**src/rtl/path_datapath.sv**
```systemverilog
// Grid-walker datapath: current location register, single-step mover,
// location stack for backtracking, step counter and sticky error flags.
module path_datapath #(
  parameter int unsigned     CW    = 4,
  parameter int unsigned     DEPTH = 16,
  parameter int unsigned     SW    = 8,
  parameter logic [2*CW-1:0] START = '0,
  parameter logic [2*CW-1:0] GOAL  = '1
) (
  input  logic                     clk,
  input  logic                     rst,
  input  logic                     rgLd,
  input  logic [1:0]               dir,
  input  logic                     push,
  input  logic                     pop,
  input  logic                     readFromStack,
  input  logic                     clrErr,
  output logic [2*CW-1:0]          curLoc,
  output logic [2*CW-1:0]          nxtLoc,
  output logic                     edgeHit,
  output logic                     atGoal,
  output logic                     empStck,
  output logic                     fullStck,
  output logic [$clog2(DEPTH):0]   stckCnt,
  output logic [SW-1:0]            stepCnt,
  output logic                     ovfErr,
  output logic                     unfErr,
  output logic                     bndErr
);

  localparam int unsigned LW   = 2 * CW;
  localparam int unsigned AW   = $clog2(DEPTH);
  localparam int unsigned CNTW = AW + 1;

  logic [LW-1:0]   cur_q, cur_d;
  logic [CNTW-1:0] cnt_q, cnt_d;
  logic [SW-1:0]   step_q, step_d;
  logic            ovf_q, ovf_d, unf_q, unf_d, bnd_q, bnd_d;
  logic [LW-1:0]   mem_q [DEPTH];

  logic [CW-1:0]   x_c, y_c, sel_c, stepped_c;
  logic            axis_c, edge_c, emp_c, full_c;
  logic [LW-1:0]   step_loc_c, top_c, nxt_c;
  logic            rej_bnd_c, rej_unf_c, acc_c;
  logic            we_c, ovf_ev_c, unf_ev_c;
  logic [AW-1:0]   waddr_c;

  assign emp_c  = (cnt_q == '0);
  assign full_c = (cnt_q == CNTW'(DEPTH));
  assign top_c  = mem_q[AW'(cnt_q - CNTW'(1))];

  // Single-step mover: dir picks axis (parity) and sign (lsb)
  always_comb begin
    x_c       = cur_q[LW-1:CW];
    y_c       = cur_q[CW-1:0];
    axis_c    = ^dir;
    sel_c     = axis_c ? x_c : y_c;
    edge_c    = dir[0] ? (sel_c == '1) : (sel_c == '0);
    stepped_c = dir[0] ? sel_c + CW'(1) : sel_c - CW'(1);
    step_loc_c = axis_c ? {stepped_c, y_c} : {x_c, stepped_c};
    if (readFromStack) nxt_c = emp_c ? cur_q : top_c;
    else               nxt_c = step_loc_c;
  end

  // Next-state: location load, stack bookkeeping, counters and error flags
  always_comb begin
    cur_d    = cur_q;
    cnt_d    = cnt_q;
    step_d   = step_q;
    we_c     = 1'b0;
    waddr_c  = AW'(cnt_q);
    ovf_ev_c = 1'b0;
    unf_ev_c = 1'b0;

    rej_bnd_c = rgLd & ~readFromStack & edge_c;
    rej_unf_c = rgLd & readFromStack & emp_c;
    acc_c     = rgLd & ~rej_bnd_c & ~rej_unf_c;

    if (acc_c) begin
      cur_d = nxt_c;
      if (step_q != '1) step_d = step_q + SW'(1);
    end

    if (push && pop && !emp_c) begin
      we_c    = 1'b1;
      waddr_c = AW'(cnt_q - CNTW'(1));
    end else if (push) begin
      if (full_c) begin
        ovf_ev_c = 1'b1;
      end else begin
        we_c  = 1'b1;
        cnt_d = cnt_q + CNTW'(1);
      end
    end else if (pop) begin
      if (emp_c) unf_ev_c = 1'b1;
      else       cnt_d = cnt_q - CNTW'(1);
    end

    // A fresh error event overrides a same-cycle clear
    ovf_d = (ovf_q & ~clrErr) | ovf_ev_c;
    unf_d = (unf_q & ~clrErr) | unf_ev_c | rej_unf_c;
    bnd_d = (bnd_q & ~clrErr) | rej_bnd_c;
  end

  always_ff @(posedge clk or posedge rst) begin
    if (rst) begin
      cur_q  <= START;
      cnt_q  <= '0;
      step_q <= '0;
      ovf_q  <= 1'b0;
      unf_q  <= 1'b0;
      bnd_q  <= 1'b0;
    end else begin
      cur_q  <= cur_d;
      cnt_q  <= cnt_d;
      step_q <= step_d;
      ovf_q  <= ovf_d;
      unf_q  <= unf_d;
      bnd_q  <= bnd_d;
    end
  end

  // Stack RAM has no reset; writes are blocked while rst is asserted
  always_ff @(posedge clk) begin
    if (we_c && !rst) mem_q[waddr_c] <= cur_q;
  end

  assign curLoc   = cur_q;
  assign nxtLoc   = nxt_c;
  assign edgeHit  = edge_c;
  assign atGoal   = (cur_q == GOAL);
  assign empStck  = emp_c;
  assign fullStck = full_c;
  assign stckCnt  = cnt_q;
  assign stepCnt  = step_q;
  assign ovfErr   = ovf_q;
  assign unfErr   = unf_q;
  assign bndErr   = bnd_q;

endmodule

```
**config.mk**
```make
export PLATFORM = sky130hd
export DESIGN_NAME = path_datapath
export DESIGN_NICKNAME = d
export VERILOG_FILES = /design/src/rtl/path_datapath.sv
export SDC_FILE = /design/constraint.sdc
export NUM_CORES = 1
export LEC_CHECK = 0
export CORE_MARGIN = 2
export CORE_UTILIZATION = 50
export CTS_BUF_LIST = sky130_fd_sc_hd__clkbuf_4
export DETAILED_ROUTE_END_ITERATION = 12
export HOLD_SLACK_MARGIN = 0.06
export PLACE_DENSITY = 0.75
export SETUP_SLACK_MARGIN = 0.15
export SLEW_MARGIN = 20
export SYNTH_ARGS = -nofsm -noshare
export SYNTH_HDL_FRONTEND = slang
export SYNTH_SLANG_ARGS = --single-unit
```
**constraint.sdc**
```tcl
create_clock -name clk -period 4.37 [get_ports clk]
set_input_delay 0.6555 -clock clk [delete_from_list [all_inputs] [get_ports clk]]
set_output_delay 0.6555 -clock clk [all_outputs]
set_load 0.01 [all_outputs]
```
==> metrics <==
outcome=finished, final reports clean; ranking of synthesized cells by area=edfxtp_1 (55%), mux4_2 (10%), dfrtp_1 (8.6%); drt total wl=14500 um; CTS Sinks=approximately 150; Critical Path, Cell by Cell=clkdlybuf4s50_1 -> xor2_2 -> buf_4 -> nand2_1 -> nand2_1 -> ha_1 -> nand3_1 -> mux2i_1 -> o21a_1 -> nor3_1 -> nor3_1 -> clkdlybuf4s50_1; fmax=approximately 250 MHz; Final #Nets=523; minimum clock period=4.06 ns; GRT Overall Usage=0.205; DR vias/cell=5.83; Comb pwr share=0.485; Crit path max-delay family=buffers and inverters; die height=around 120 um; row count=43; Worst-path clk slew=0.13 ns; Syn Inst Count=~450; Final Hold Fails=0; Hold Crit Class=reg -> reg; die footprint=14900 sq um; register bit count reported by yosys=152; core area=between 10000 and 15000 sq um; CP arrival=3.41 ns; ys async rst share=0.158; global route total overflow=0; Worst path max stage delay=0.57 ns; Avg Cell Area, Syn=15.6 sq um; endpoint type of the worst setup path=output port; Clk pwr share=0.148; H-tree levels=4; initial antenna violation count=0; WL/cell=20.7 um; hpwl dp=9550 um; critical path type=in -> out; WP data required=3.71 ns; Worst Skew=roughly 0.018 ns; Crit-path slowest cell=clkdlybuf4s50_1; DRC=0; EDFF count, synth=128; CTS tree=yes; synth unique cells=58; register area=4450 sq um; routed via count=4083; cts hold-fix bufs=0; Synth area leader=edfxtp_1; cell area power density=736 nW/um^2; share of layout cells above drive strength 1=0.215; Initial Util=0.506; I/O pin count=45; DR iter-0 viols=379; port buffer count=44; synth-to-layout area growth=14.8%; Synth top area share=0.553; first-pass GRT wire length=around 22000 um; RSZ-0062 raised after global routing=yes; Max Cap Violations=0; internal power=3650 uW; most frequent cells in the layout=edfxtp_1 (128), clkdlybuf4s50_1 (43), nand2_1 (33), mux4_2 (32), nor2_1 (28); Final period util=0.930; antenna-violating nets left=0; Static Leakage=0.00278 uW; Post-Syn Nets=461; top_reg_cell synth=edfxtp_1; WP buf/inv=3; fillers=1046; max-slew violations=0; area of the multi-input gates=2350 sq um; Cell Count, Final, Fillers Out=700; 1st-pass router iterations=5; Num CTS Buffers=17; Startpoint Class=primary input; Syn Std Cell Area=6950 sq um; Setup TNS=0 ns; P_sw=2230 uW; Synthesis Warnings=0; dpl cells=663; Tightest Pin Transition=0.920 ns; Final Util=0.581; most common cell after layout, fill and taps aside=edfxtp_1; sequential share of power=0.367; setup violators final=0; post-synthesis sequential area ratio=0.640; Clock Path Buffers=2; sw frac=0.379; CTS Root Cell=clkbuf_4; largest net degree at the start of global routing=42; critical path peak fanout=5; Die X=122 um; Max VDD drop=about 0.47 mV; Inserted Diodes=0; Slew headroom=0.386; RD Place Congestion=about 0.93; vias in the first global route=4049; Worst-Skew Late Latency=0.55 ns
==> cell type report <==
| cell class | instances | area share |
|---|---|---|
| Clock buffer | 19 | 0.0179 |
| Tap cell | 180 | 0.0282 |
| Timing Repair Buffer | 66 | 0.0772 |
| Sequential cell | 152 | 0.557 |
| Multi-Input combinational cell | 258 | 0.295 |
| Clock inverter | 13 | 0.0185 |
| Inverter | 12 | 0.00580 |
==> synthesized netlist by cell type, drive strengths merged, types with 6 or more instances <==
cell	count
buf	15
nand3	11
xor2	10
mux4	32
ha	6
xnor2	8
edfxtp	128
mux2i	27
o21ai	9
clkbuf	8
inv	11
nand2	33
dfrtp	24
mux2	11
nor2	29
nor3	20
==> repair_timing <==
item | in CTS | in global routing
setup buffers | 0 | 5
gates resized for setup | 4 | 4
pin swaps | 0 | 2
setup endpoints to repair | 8 | 5
==> kinds of logic (layout without fill, tap and decap cells) <==
kind of cell	after synthesis	after routing	share of synthesized area
adders and majority gates	7	7	0.0137
and+or+nand+nor	120	120	0.0863
xor gates and xnor gates	18	18	0.0270
AOI/OAI and AO/OA	43	43	0.0452
DFF	152	152	0.640
muxes	70	70	0.163
buffers and inverters	35	110	0.0256
==> power groups by stage <==
stage / clock [uW] / combinational (uW) / sequential (uW)
global route: 938 / 3030 / 2190
global placement: 0 / 2670 / 2170
floorplan: 0 / 1680 / 2210
finish: 867 / 2850 / 2160
detailed placement: 0 / 2720 / 2180
CTS: 880 / 2780 / 2150
==> per-layer routing <==
metal | routed length [um] | share of wire | up-vias | track usage
met5 | 0 | 0 | - | 0
met4 | 331 | 0.023 | 0 | 0.0761
met3 | 1000 | 0.069 | 31 | 0.0454
met2 | 6850 | 0.47 | 186 | 0.312
met1 | 6340 | 0.44 | 1998 | 0.294
li1 | - | - | 1868 | -
==> sequential cells by signal (all words and copies together) (netlist names) <==
register,count
mem_q,128
stepCnt,8
ovfErr,1
bndErr,1
stckCnt,5
curLoc,8
unfErr,1
==> path summary, 6_finish.rpt <==
kind / endpoint / depth (start not counted) / start / slack, ns
hold / removal: stepCnt[4] / 1 / stepCnt[4] / 0.52
min in group asynchronous: stepCnt[0] / 2 / rst / 0.65
setup / recovery: nxtLoc[7] / 12 / dir[0] / 0.31
hold reg to reg: stepCnt[4] / 1 / stepCnt[4] / 0.52
max in group asynchronous: stckCnt[0] / 2 / rst / 3.10
setup reg to reg: mem_q[15][6] / 8 / stckCnt[1] / 1.08
==> worst register-to-register path, delay by kind of cell, from the launching register on <==
family                   cells  cell delay, ns
flip-flops                   1            0.48
adder cells (fa/ha/maj)      1            0.16
AND/OR/NAND/NOR              4            1.74
XOR/XNOR                     1            0.18
buffers and inverters        2            0.37
==> through the flow <==
stage / instance area (sq um) / power, uW / hold WS [ns] / setup slack, ns
3_5_place_dp: 7610 / 4910 / 0.504 / 0.239
6_report: 7980 / 5870 / 0.525 / 0.306
3_3_place_gp: 7610 / 4840 / 0.490 / 0.347
4_1_cts: 7920 / 5820 / 0.525 / 0.173
2_1_floorplan: 6950 / 3890 / 0.516 / 0.828
5_1_grt: 7980 / 6160 / 0.545 / 0.146
Note: power is estimated with default switching activity, not from simulation.
